## config.mk

```make
export PLATFORM = sky130hd
export DESIGN_NAME = rs_syndrome
export DESIGN_NICKNAME = d
export VERILOG_FILES = /design/src/rtl/rs_gf_pkg.sv /design/src/rtl/rs_syn_cell.sv /design/src/rtl/rs_syndrome.sv
export SDC_FILE = /design/constraint.sdc
export NUM_CORES = 1
export LEC_CHECK = 0
export CORE_ASPECT_RATIO = 1.75
export CORE_UTILIZATION = 61
export CTS_BUF_LIST = sky130_fd_sc_hd__clkbuf_8 sky130_fd_sc_hd__clkbuf_16
export CTS_CLUSTER_SIZE = 16
export DETAILED_ROUTE_END_ITERATION = 12
export PLACE_DENSITY = 0.82
export SLEW_MARGIN = 10
export SYNTH_ARGS = -nofsm -noshare
export SYNTH_HDL_FRONTEND = slang
export SYNTH_SLANG_ARGS = --single-unit
```

## constraint.sdc

```tcl
create_clock -name clock -period 4.85 [get_ports clock]
set_input_delay 0.7275 -clock clock [delete_from_list [all_inputs] [get_ports clock]]
set_output_delay 0.7275 -clock clock [all_outputs]
set_load 0.05 [all_outputs]
```

## src/rtl/rs_gf_pkg.sv

```systemverilog
// rs_gf_pkg
// Shared GF(2^5) definitions for the Reed-Solomon decoder: symbol type,
// field constants, the alpha power table and a constant-foldable multiplier.
// Field: primitive polynomial x^5+x^2+1, bit k of a symbol is the x^k term.
package rs_gf_pkg;

  localparam int GF_W  = 5;
  localparam int RS_N  = 31;

  typedef logic [GF_W-1:0] gf_sym_t;

  // Low-order terms of x^5+x^2+1; x^5 itself is implied by the overflow bit.
  localparam gf_sym_t PRIM_POLY = 5'b00101;

  // ALPHA_POW[i] = alpha^i, alpha = x.
  localparam gf_sym_t ALPHA_POW [0:RS_N-1] = '{
    5'b00001, 5'b00010, 5'b00100, 5'b01000, 5'b10000, 5'b00101, 5'b01010,
    5'b10100, 5'b01101, 5'b11010, 5'b10001, 5'b00111, 5'b01110, 5'b11100,
    5'b11101, 5'b11111, 5'b11011, 5'b10011, 5'b00011, 5'b00110, 5'b01100,
    5'b11000, 5'b10101, 5'b01111, 5'b11110, 5'b11001, 5'b10111, 5'b01011,
    5'b10110, 5'b01001, 5'b10010
  };

  // Shift-and-add GF multiply, reducing by PRIM_POLY on each shift. With one
  // operand constant this folds into a small XOR network.
  function automatic gf_sym_t gf_mul(input gf_sym_t a, input gf_sym_t b);
    gf_sym_t p;
    gf_sym_t x;
    p = '0;
    x = a;
    for (int i = 0; i < GF_W; i++) begin
      if (b[i]) p = p ^ x;
      x = {x[GF_W-2:0], 1'b0} ^ (x[GF_W-1] ? PRIM_POLY : gf_sym_t'(0));
    end
    return p;
  endfunction

endpackage

```

## src/rtl/rs_syn_cell.sv

```systemverilog
// rs_syn_cell
// One Horner accumulator for syndrome S_J: acc <= acc * alpha^J ^ symbol,
// or acc <= symbol when load_first marks the first symbol of a codeword.
// Ports:
//   clock, reset (active-low, asynchronous)
//   en          - a symbol is accepted this cycle
//   load_first  - accepted symbol is the first of its codeword
//   in_symbol   - received symbol
//   acc         - current accumulator value
//   nxt         - value the accumulator takes on an accepted symbol
module rs_syn_cell
  import rs_gf_pkg::*;
#(
  parameter int J = 1
) (
  input  logic    clock,
  input  logic    reset,
  input  logic    en,
  input  logic    load_first,
  input  gf_sym_t in_symbol,
  output gf_sym_t acc,
  output gf_sym_t nxt
);

  localparam gf_sym_t MULT = ALPHA_POW[J];

  // Loading the first symbol directly avoids a separate clear cycle
  // between back-to-back codewords.
  always_comb begin
    nxt = load_first ? in_symbol : (gf_mul(acc, MULT) ^ in_symbol);
  end

  // NOTE: sequential state uses non-blocking assignments so every register
  // samples the pre-edge values of its sources.
  always_ff @(posedge clock or negedge reset) begin
    if (!reset)  acc <= '0;
    else if (en) acc <= nxt;
  end

endmodule

```

## src/rtl/rs_syndrome.sv

```systemverilog
// rs_syndrome
// Syndrome calculator: accepts one received symbol per cycle (r30 first),
// accumulates NSYN syndromes and hands them off on a double-buffered
// valid/ready output register, so the next codeword accumulates while the
// current result waits for the consumer.
// Ports:
//   clock, reset  - rising-edge clock, asynchronous active-low reset
//   in_valid/in_ready/in_symbol   - symbol input handshake
//   out_valid/out_ready           - syndrome set handshake
//   out_syn      - S_j at bits [5j-1:5j-5], j = 1..NSYN
//   out_nonzero  - some S_j is nonzero (error detected), qualified by out_valid
// Legal NSYN range is 2..8. Codeword alignment comes from reset only.
module rs_syndrome
  import rs_gf_pkg::*;
#(
  parameter int N    = RS_N,
  parameter int NSYN = 4
) (
  input  logic               clock,
  input  logic               reset,
  input  logic               in_valid,
  output logic               in_ready,
  input  logic [GF_W-1:0]    in_symbol,
  output logic               out_valid,
  input  logic               out_ready,
  output logic [GF_W*NSYN-1:0] out_syn,
  output logic               out_nonzero
);

  localparam int CNT_W = $clog2(N);

  logic [CNT_W-1:0]     cnt;
  logic                 first_sym;
  logic                 last_sym;
  logic                 accept;
  logic                 complete;
  logic [GF_W*NSYN-1:0] syn_nxt;

  assign first_sym = (cnt == '0);
  assign last_sym  = (cnt == CNT_W'(N - 1));

  // Only the final symbol can stall: it would overwrite a set the consumer
  // has not yet taken.
  assign in_ready = !(last_sym && out_valid && !out_ready);
  assign accept   = in_valid && in_ready;
  assign complete = accept && last_sym;

  for (genvar j = 1; j <= NSYN; j++) begin : g_cell
    gf_sym_t acc_unused;
    gf_sym_t nxt_j;

    rs_syn_cell #(.J(j)) u_cell (
      .clock      (clock),
      .reset      (reset),
      .en         (accept),
      .load_first (first_sym),
      .in_symbol  (in_symbol),
      .acc        (acc_unused),
      .nxt        (nxt_j)
    );

    assign syn_nxt[GF_W*j-1 -: GF_W] = nxt_j;
  end

  always_ff @(posedge clock or negedge reset) begin
    if (!reset) begin
      cnt <= '0;
    end else if (accept) begin
      cnt <= last_sym ? '0 : cnt + CNT_W'(1);
    end
  end

  // Output register: a completion loads the final (post-update) syndromes;
  // a consume without a same-edge completion empties it.
  always_ff @(posedge clock or negedge reset) begin
    if (!reset) begin
      out_valid   <= 1'b0;
      out_syn     <= '0;
      out_nonzero <= 1'b0;
    end else if (complete) begin
      out_valid   <= 1'b1;
      out_syn     <= syn_nxt;
      out_nonzero <= |syn_nxt;
    end else if (out_ready) begin
      out_valid   <= 1'b0;
    end
  end

endmodule

```

Word level (Yosys, flattened, before mapping)
Cells that the tools add are included.
Storage, ports and cells
  register bits after elaboration: 47
  bits of input ports: 9
  output and inout bits: 23
  word-level logic and storage cells: 50
Operators by class
  add/subtract/negate cells: 1
  equal/unequal tests: 1
  mux-type cells: 17
  bitwise gates (word level): 14
  reduce and logical (&&, ||, !) cells: 9
Operators with widths (number)
  XOR 5 bit: 14
  2-to-1 mux 3 bit: 10
  2-to-1 mux 5 bit: 5
  OR reduction 20 bit: 1
  adder 5 x 1 -> 5 bit (second input constant): 1
  equality test 5 bit (second input constant): 1
  logical NOT 5 bit: 1
  logical AND 1 bit: 4
  logical NOT 1 bit: 2
  2-to-1 mux 1 bit: 2
  nonzero test 2 bit: 1

Longest topological paths before layout
Gate-level depths: netlist (run 1).
  depth in word-level cells: 11
  mapped depth: 9
  depth with buffers taken out: 8

Cells and area by module
A second synthesis (run 1) with hierarchy kept.
Second synthesis, totals
  cell total of the unflattened synthesis: 219
  area, all modules: 2522.4 sq um
By module, submodules not included
  rs_syndrome: times used 1, cells each 91, area an instance 1278.7 sq um, sequential area each 675.6 sq um
  rs_syn_cell (g_cell[3].u_cell): times used 1, cells each 45, area an instance 400.4 sq um, sequential area each 125.1 sq um
  rs_syn_cell (g_cell[4].u_cell): times used 1, cells each 33, area an instance 304.0 sq um, sequential area each 125.1 sq um
  rs_syn_cell (g_cell[2].u_cell): times used 1, cells each 27, area an instance 275.3 sq um, sequential area each 125.1 sq um
  rs_syn_cell (g_cell[1].u_cell): times used 1, cells each 23, area an instance 264.0 sq um, sequential area each 125.1 sq um

Worst setup path after synthesis (run 1)
No wires, ideal clock.
  path type: in2reg
  from: input port out_ready
  to: register g_cell[4].u_cell.acc[2]
  library setup time: 83 ps
  arrival time: 2058 ps
  data required time: 4767 ps
  path slack: 2709 ps
  stages: 7
  path buffers: 2
  cells stage by stage: nand2b_1 -> or2_1 -> nand2_1 -> buf_2 -> buf_1 -> nand2_1 -> o21ai_0
On the way
  word-level cells in the longest chain between the ends: 4
Ends and longest elaborated chain
  from (decl): line rs_syndrome.sv:25  | input logic out_ready,
  logical NOT 1 bit: line rs_syndrome.sv:44  | assign in_ready = !(last_sym && out_valid && !out_ready);
  logical AND 1 bit: line rs_syndrome.sv:44
  logical NOT 1 bit: line rs_syndrome.sv:44
  net in_ready: line rs_syndrome.sv:22  | output logic in_ready,
  logical AND 1 bit: line rs_syndrome.sv:45  | assign accept = in_valid && in_ready;
  to (signal assigned): line rs_syn_cell.sv:37  | else if (en) acc <= nxt;
  to (decl): line rs_syn_cell.sv:21  | output gf_sym_t acc,
The timed path passes the listed nets, and every way through them passes these cells.
A chain may end at the register's enable or synchronous reset.

Worst setup path after layout (run 1)
  from: input port out_ready
  to: output port in_ready
On the way
  word-level cells in the longest chain between the ends: 3
Ends and longest elaborated chain (line)
  logical NOT 1 bit: rs_syndrome.sv:44
  logical AND 1 bit: rs_syndrome.sv:44
  logical NOT 1 bit: rs_syndrome.sv:44
  to (decl): rs_syndrome.sv:22
No other way between the ends.

==> metrics, run 1 <==
status complete, no violations; Top FF cell, synth dfrtp_1; Mapped Area roughly 2800 um2; setup bufs post-CTS 0; top sig layer met4; Worst Tran Pin Value around 1.1 ns; # IOs 32; antenna cell count 0; Met1 Routed Length between 2 and 3 mm; Yosys warnings 0; multi-input logic area between 1000 and 1500 um2; post-synthesis average cell area ~8.6 um2; top cells by area, synth dfrtp_1, o21ai_0, xnor2_1; Tot GR Track Use approximately 28%; worst skew pair latency ~0.30 ns; CP endpoint in_ready; root buf cell clkbuf_8; Power Dens Cells about 630 nW/um2; EDFF count, synth 0; CP endpoint kind output pin; Hold Path Class register to register; Detail Route Antenna Nets 0; clk sink count 47; Initial Utilization ~64%; Pins Over Slew Limit 0; area leader, netlist dfrtp_1; Crit path required time approximately 4 ns; FF-to-FF Start cnt[0]; period utilization about 63%; max_slew headroom 29.62%; die width 53.52 um; DRC Markers 0; Power Total approximately 2000 uW; cts bufs inserted 5; 1st-iter DRT viols between 60 and 70; Final nets 352; Core ar. ~4400 um2; first-pass GRT wire length roughly 10 mm; Max-cap violations 0; post-route setup TNS 0 ns; drt first pass iters 4; Post-Syn Instances 330; Routed WL 6.093 mm; Synth Register Bits between 40 and 50; post-DR wirelength/cell roughly 16 um; number of H-tree levels 2; area grow syn2layout 12.46%; post-synth cell types between 50 and 60; Clk pin slew, worst setup/hold paths around 0.09 ns; largest net degree at the start of global routing between 40 and 50; GPL Wtd Cong around 0.77; Period minus WS final 3.033 ns; Placed Area between 3000 and 4000 um2; met3 WL post-DR 182 um; Synth async-reset ratio between 90% and 100%; CTS resizes 0; largest fanout on the critical path 4; met2 wire len 3.034 mm; crit path from out_ready; worst reg-to-reg setup slack ~2.5 ns; final setup fails 0; FMAX roughly 330 MHz; CTS tree yes; Storage cell area about 1200 um2; PortBufs 31; WS Path Type input port to output pin; Site Rows 32; arrival time worst endpoint about 2.3 ns; vias around 2.4k; R2R cell count 7; leak pwr 0.001315 uW; RSZ-0062 raised after global routing false; Post-CTS Hold Fix Bufs 0; top-count cell post-synth nand2_1; Via density 6.077; Setup Skew around 0.0054 ns; Final HPWL DP approximately 4.1 mm; global route total overflow 0; die area about 4900 um2; Post-Syn Nets 342; CTS Buffer Depth 2; fillcell total around 370; top cells by count, synth nand2_1, o21ai_0, dfrtp_1, xnor2_1, clkbuf_1; Reg-to-Reg End out_nonzero; Startpoint Class input port; share of layout cells above drive strength 1 between 5 and 6%; DIE HEIGHT between 90 and 100 um; vias in the first global route 2159; register area share after synthesis approximately two fifths; initial antenna violation count 0; Final Cell Area between 3000 and 4000 um2; Max IR drop VDD approximately 430 uV; top cell type's share of synthesized area 41.52%; Final Hold Fails 0
-- worst min path at each step --
stage | slack, ns | endpoint | startpoint | depth (start not counted)
floorplan | 0.43 | cnt[0] | reset | 0
global placement | 0.46 | out_syn[19] | out_syn[19] | 2
detailed placement | 0.47 | out_syn[16] | out_syn[16] | 2
CTS | 0.49 | out_syn[16] | out_syn[16] | 2
global route | 0.52 | out_syn[10] | out_syn[10] | 2
finish | 0.48 | out_syn[17] | out_syn[17] | 2
-- layer usage --
metal | vias up | track usage (%)
met5 | - | 0
met4 | 0 | 12.50
met3 | 19 | 4.478
met2 | 50 | 45.42
met1 | 1146 | 34.23
li1 | 1161 | -
-- power breakdown --
group	internal [uW]	total (uW)	switching, uW	leakage (uW)
combinational	421	999	578	0.000670
clock	151	281	131	0.0000502
sequential	538	737	199	0.000595
total	1110	2020	908	0.00131
-- registers in the layout (all words and copies together) (netlist names) --
name and flops:
g_cell.u_cell.acc 20, out_syn 20, cnt 5, out_nonzero 1
out_valid 1
-- kinds of logic after synthesis --
logic type | synth area share, %
XOR/XNOR | 10.64
buffers and inverters | 5.919
AO/OA/AOI/OAI | 17.85
adder cells (fa/ha/maj) | 1.325
multiplexers | 1.458
flip-flops | 41.52
AND/OR/NAND/NOR | 21.29
-- layout by cell type, fill, tap and decap left out, types with 3 or more instances in the layout --
master / Yosys / layout
nand2_1: 55 / 55
o21ai_0: 48 / 48
dfrtp_1: 47 / 47
clkdlybuf4s50_1: 0 / 30
xnor2_1: 25 / 25
nor2_1: 18 / 18
nand3_1: 13 / 13
a21oi_1: 11 / 11
nand2b_1: 10 / 10
inv_1: 5 / 5
a31oi_1: 5 / 5
xor2_1: 5 / 5
clkbuf_8: 0 / 5
nand4b_1: 4 / 4
mux2i_1: 3 / 3
nor3_1: 3 / 3
nor4_1: 3 / 3
o32ai_1: 3 / 3
ha_1: 3 / 3
buf_4: 1 / 3
-- metrics by stage --
stage	hold WS, ns	worst slack [ns]	utilization (%)	std cells
detailed placement	0.4690	1.838	69.28	384
CTS	0.4885	1.816	71.68	391
finish	0.4815	1.817	71.68	391
global route	0.5166	1.772	71.68	391
global placement	0.4608	1.875	69.28	384
floorplan	0.4319	2.709	-	330
-- critical path: stages --
cell,delay (ns)
clkdlybuf4s50_1,0.45
nand2b_1,0.16
or2_1,0.16
clkdlybuf4s50_1,0.81
-- layout make-up --
class                           instances  share of cell area (%)
Multi-Input combinational cell        246                   46.74
Sequential cell                        47                   36.92
Timing Repair Buffer                   34                   10.29
Clock buffer                            5                   2.160
Tap cell                               51                   2.003
Clock inverter                          2                   1.178
Inverter                                6                  0.7070
Note: power is estimated with default switching activity, not from simulation.
==> inputs of run 2 (changes only) <==
--- a/config.mk
+++ b/config.mk
@@ -6,11 +6,11 @@
 export NUM_CORES = 1
 export LEC_CHECK = 0
 export CORE_ASPECT_RATIO = 1.75
-export CORE_UTILIZATION = 61
+export CORE_UTILIZATION = 51
 export CTS_BUF_LIST = sky130_fd_sc_hd__clkbuf_8 sky130_fd_sc_hd__clkbuf_16
 export CTS_CLUSTER_SIZE = 16
 export DETAILED_ROUTE_END_ITERATION = 12
-export PLACE_DENSITY = 0.82
+export PLACE_DENSITY = 0.72
 export SLEW_MARGIN = 10
 export SYNTH_ARGS = -nofsm -noshare
 export SYNTH_HDL_FRONTEND = slang
==> constraint.sdc (replaced) <==
create_clock -name clock -period 2.58 [get_ports clock]
set_input_delay 0.387 -clock clock [delete_from_list [all_inputs] [get_ports clock]]
set_output_delay 0.387 -clock clock [all_outputs]
set_load 0.05 [all_outputs]
==> metrics, run 2 (synthesis results as in run 1) <==
DP Worst Slack about 0.34 ns; Final HPWL DP approximately 4.3 mm; Setup Skew 0.009015 ns; FMAX roughly 440 MHz; buffer and inverter count on the worst path 1; commonest non-fill, non-tap cell in the layout nand2_1; GPL Wtd Cong roughly 0.86; most frequent cells in the layout nand2_1, o21ai_0, dfrtp_1; CTS tree yes; part of the power in the clock network 12.8%; Hold Path Class input port to asynchronous set/reset pin; PortBufs 31; drt first pass iters 4; post-DR wirelength/cell approximately 15 um; Site Rows 35; Max-cap violations 0; Detail Route Antenna Nets 0; final setup fails 0; Initial Utilization around 53%; Period minus WS final about 2.3 ns; leak pwr ~0.0013 uW; CP endpoint kind register; area grow syn2layout 14.89%; Post-CTS Hold Fix Bufs 0; Tot GR Track Use between 20 and 25%; CTS resizes 0; 1st-iter DRT viols 84; CP max-delay cell or4b_4; delay-heaviest family, CP simple AND/OR/NAND/NOR gates; setup bufs post-CTS 0; # IOs 32; biggest regs g_cell.u_cell.acc (20), out_syn (20), cnt (5); Crit path required time 2.78 ns; share of layout cells above drive strength 1 7.225%; die area between 5000 and 6000 um2; antenna cell count 0; Routed WL roughly 6.1 mm; Worst Tran Pin Value between 0.5 and 0.6 ns; initial antenna violation count 0; status complete, no violations; global route total overflow 0; Via density about 5.6; cts bufs inserted 5; FF-to-FF Start cnt[0]; WS Path Type register to register; Startpoint Class register; CTS Buffer Depth 2; largest net degree at the start of global routing 48; R2R cell count 7; internal power ~2000 uW; DIE HEIGHT around 100 um; setup slack after layout 0.3078 ns; Pins Over Slew Limit 0; Sw Pwr between 1500 and 2000 uW; clk sink count 47; die width a little under 60 um; CP Cell Sequence inv_1 -> ha_1 -> or4b_4 -> nor3_1 -> o311ai_1 -> nor4_1 -> a31oi_1; root buf cell clkbuf_8; Max IR drop VDD between 500 and 600 uV; period utilization between 80% and 90%; Power Dens Cells 1156 nW/um2; post-route setup TNS 0 ns; worst reg-to-reg setup slack ~0.3 ns; largest fanout on the critical path 24; RSZ-0062 raised after global routing false; Clk pin slew, worst setup/hold paths 0.10 ns; arrival time worst endpoint between 2 and 2.5 ns; vias in the first global route roughly 2.1k; number of H-tree levels 2; first-pass GRT wire length ~10 mm; vias approximately 2.3k; Sw Ratio between 40% and 50%; max incr delay on CP ~0.63 ns; Reg-to-Reg End out_nonzero; Final nets 357; crit path from cnt[0]; max_slew headroom 60.59%; Core ar. around 5300 um2; worst skew pair latency approximately 0.31 ns; part of the power in registers 37.0%; Final Hold Fails 0; DRC Markers 0; Logic pwr share 50.1%
## run 2: cell count changes in the layout (fill, tap and decap cells not counted)
cell	previous run	this run
buf_4	3	8
bufinv_16	1	0
clkdlybuf4s50_1	30	29
clkinv_4	0	1
buf_12	0	1
clkbuf_8	5	6
## run 2: final cells by class
| type | instances | area, um2 |
|---|---|---|
| Multi-Input combinational cell | 246 | 1489 |
| Inverter | 6 | 22.52 |
| Fill cell | 469 | 2044 |
| Tap cell | 74 | 92.59 |
| Timing Repair Buffer | 39 | 375.4 |
| Sequential cell | 47 | 1176 |
| Clock inverter | 2 | 16.27 |
| Clock buffer | 6 | 82.58 |
## run 2: worst max-delay path by stage
| stage | end | slack, ns | depth (start not counted) |
|---|---|---|---|
| detailed placement | out_nonzero | 0.34 | 7 |
| finish | out_nonzero | 0.31 | 7 |
| global placement | out_nonzero | 0.36 | 7 |
| global route | out_nonzero | 0.09 | 7 |
| CTS | out_nonzero | 0.33 | 7 |
| floorplan | g_cell[4].u_cell.acc[2] | 0.54 | 9 |
## run 2: power by group through the flow
stage | Sequential [uW] | Clock (uW) | Combinational [uW]
after detailed placement | 1410 | 0 | 1890
after global placement | 1390 | 0 | 1850
after global routing | 1440 | 516 | 2080
after CTS | 1390 | 499 | 1900
after floorplan | 1580 | 0 | 1230
final | 1390 | 483 | 1890
## run 2: metal layers
metal	routed length (um)	part of all wire, %	GRT usage [%]
met3	199	3.2	3.851
met5	0	0	0
met4	135	2.2	10.07
met1	2655	43	28.26
met2	3147	51	38.28
## run 2: stage by stage
stage                     util [%]  cells  cell area, um2  hold WS [ns]  power (uW)
after CTS                    61.42    420            3254        0.1819        3790
final                        61.42    420            3254        0.1585        3763
after global routing         61.42    420            3254        0.2319        4043
after detailed placement     59.55    412            3156        0.4695        3298
after global placement       59.55    412            3156        0.4612        3245
after floorplan                  -    330            2833       0.09141        2805
## run 2: worst reg2reg max path: cells and delay by family (launching register included)
family                     cells  cell delay [ns]
buffers and inverters          1             0.11
AOI/OAI and AO/OA              2             0.28
and+or+nand+nor                3             1.20
adders and majority gates      1             0.17
DFF                            1             0.41
==> inputs of run 3 (changes only) <==
--- a/config.mk
+++ b/config.mk
@@ -6,11 +6,11 @@
 export NUM_CORES = 1
 export LEC_CHECK = 0
 export CORE_ASPECT_RATIO = 1.75
-export CORE_UTILIZATION = 51
+export CORE_UTILIZATION = 61
 export CTS_BUF_LIST = sky130_fd_sc_hd__clkbuf_8 sky130_fd_sc_hd__clkbuf_16
 export CTS_CLUSTER_SIZE = 16
 export DETAILED_ROUTE_END_ITERATION = 12
-export PLACE_DENSITY = 0.72
+export PLACE_DENSITY = 0.82
 export SLEW_MARGIN = 10
 export SYNTH_ARGS = -nofsm -noshare
 export SYNTH_HDL_FRONTEND = slang
==> constraint.sdc (replaced) <==
create_clock -name clock -period 2.95 [get_ports clock]
set_input_delay 0.4425 -clock clock [delete_from_list [all_inputs] [get_ports clock]]
set_output_delay 0.4425 -clock clock [all_outputs]
set_load 0.05 [all_outputs]
==> metrics, run 3 (synthesis results as in run 1) <==
status complete, no violations; CTS Buffer Depth 2; share of layout cells above drive strength 1 approximately 6.9%; post-DR wirelength/cell 15.31 um; Pins Over Slew Limit 0; Sw Ratio ~45%; RSZ-0062 raised after global routing false; Routed WL ~6.1 mm; Core ar. 4444 um2; DIE HEIGHT roughly 92 um; commonest non-fill, non-tap cell in the layout nand2_1; Site Rows 32; initial antenna violation count 0; Final nets 358; max_slew headroom between 30% and 40%; multi-input logic area 1489 um2; Setup Skew ~0.009 ns; Period minus WS final 2.579 ns; R2R cell count 8; Crit path required time between 2 and 3 ns; PortBufs 31; arrival time worst endpoint roughly 2.1 ns; cts bufs inserted 5; internal power 1794 uW; Worst Tran Pin Value a little over 1 ns; FF-to-FF Start cnt[0]; Max-cap violations 0; biggest regs g_cell.u_cell.acc (20), out_syn (20), cnt (5); global route total overflow 0; FMAX approximately 390 MHz; first-pass GRT wire length a little over 10 mm; Detail Route Antenna Nets 0; number of H-tree levels 2; Power Total between 3000 and 4000 uW; Post-CTS Hold Fix Bufs 0; die area approximately 4900 um2; setup bufs post-CTS 0; WS Path Type register to output pin; post-route setup TNS 0 ns; antenna cell count 0; Hold Path Class input port to asynchronous set/reset pin; CTS resizes 0; worst skew pair latency between 0.2 and 0.3 ns; most frequent cells in the layout nand2_1, o21ai_0, dfrtp_1; Tot GR Track Use between 20% and 30%; period utilization 87.42%; 1st-iter DRT viols 70; Final HPWL DP 4.291 mm; Startpoint Class register; Power Dens Cells ~1000 nW/um2; GPL Wtd Cong 0.8687; Final Hold Fails 0; leak pwr 0.001350 uW; final setup fails 0; clk sink count 47; largest fanout on the critical path 4; # IOs 32; vias ~2.4k; worst reg-to-reg setup slack around 0.67 ns; die width 53.52 um; Via density 5.920; Initial Utilization about 64%; largest net degree at the start of global routing 48; root buf cell clkbuf_8; area grow syn2layout 13.82%; part of the power in registers between 30% and 40%; Max IR drop VDD ~810 uV; Sw Pwr 1492 uW; vias in the first global route 2313; drt first pass iters 4; Reg-to-Reg End out_nonzero; Clk pin slew, worst setup/hold paths 0.08 ns; part of the power in the clock network approximately 13%; CTS tree yes; DRC Markers 0; fillcell total between 300 and 400; Storage cell area between 1000 and 1500 um2; CP endpoint kind output pin; Logic pwr share between 50 and 60%
[run 3: stage by stage]
step | instance area, um2 | instances | utilization [%] | hold slack (ns) | setup slack, ns
detailed placement | 3124 | 390 | 70.30 | 0.4687 | 0.4903
global placement | 3124 | 390 | 70.30 | 0.4610 | 0.5442
floorplan | 2833 | 330 | - | 0.1469 | 0.9114
CTS | 3224 | 398 | 72.55 | 0.3625 | 0.3667
finish | 3224 | 398 | 72.55 | 0.3121 | 0.3712
global route | 3224 | 398 | 72.55 | 0.4237 | 0.2693
[run 3: how the worst max path moves through the flow]
stage,cells past startpoint,to,slack (ns),from
after floorplan,9,g_cell[4].u_cell.acc[2],0.91,cnt[0]
after global placement,4,in_ready,0.54,out_ready
after detailed placement,4,in_ready,0.49,out_ready
after global routing,5,in_ready,0.27,cnt[0]
after CTS,5,in_ready,0.37,cnt[0]
final,5,in_ready,0.37,cnt[0]
[run 3: layout make-up]
class	count	area share (%)
repair buffers	40	11.56
clock inverters	1	0.1164
clock buffers	7	2.988
multi-input cells	246	46.18
flip-flops and latches	47	36.48
well taps	51	1.979
inverters	6	0.6985
[run 3: worst max-delay path, stage by stage, from the launching register on]
cell and delay, ns:
dfrtp_1 0.41, inv_1 0.11, ha_1 0.19, nand4_1 0.16
or2_1 0.28, clkdlybuf4s50_1 0.70
[run 3: power groups by stage]
stage | Clock [uW] | Combinational (uW) | Sequential, uW
floorplan | 0 | 1070 | 1380
global placement | 0 | 1600 | 1220
detailed placement | 0 | 1650 | 1230
CTS | 420 | 1660 | 1220
global route | 441 | 1820 | 1270
finish | 412 | 1650 | 1220
[run 3: routing by layer]
metal | vias to the layer above | track usage [%] | share of wire [%]
li1 | 1167 | - | -
met1 | 1119 | 33.15 | 40
met2 | 59 | 48.96 | 53
met3 | 11 | 3.980 | 4.0
met4 | 0 | 14.91 | 2.3
met5 | - | 0 | 0
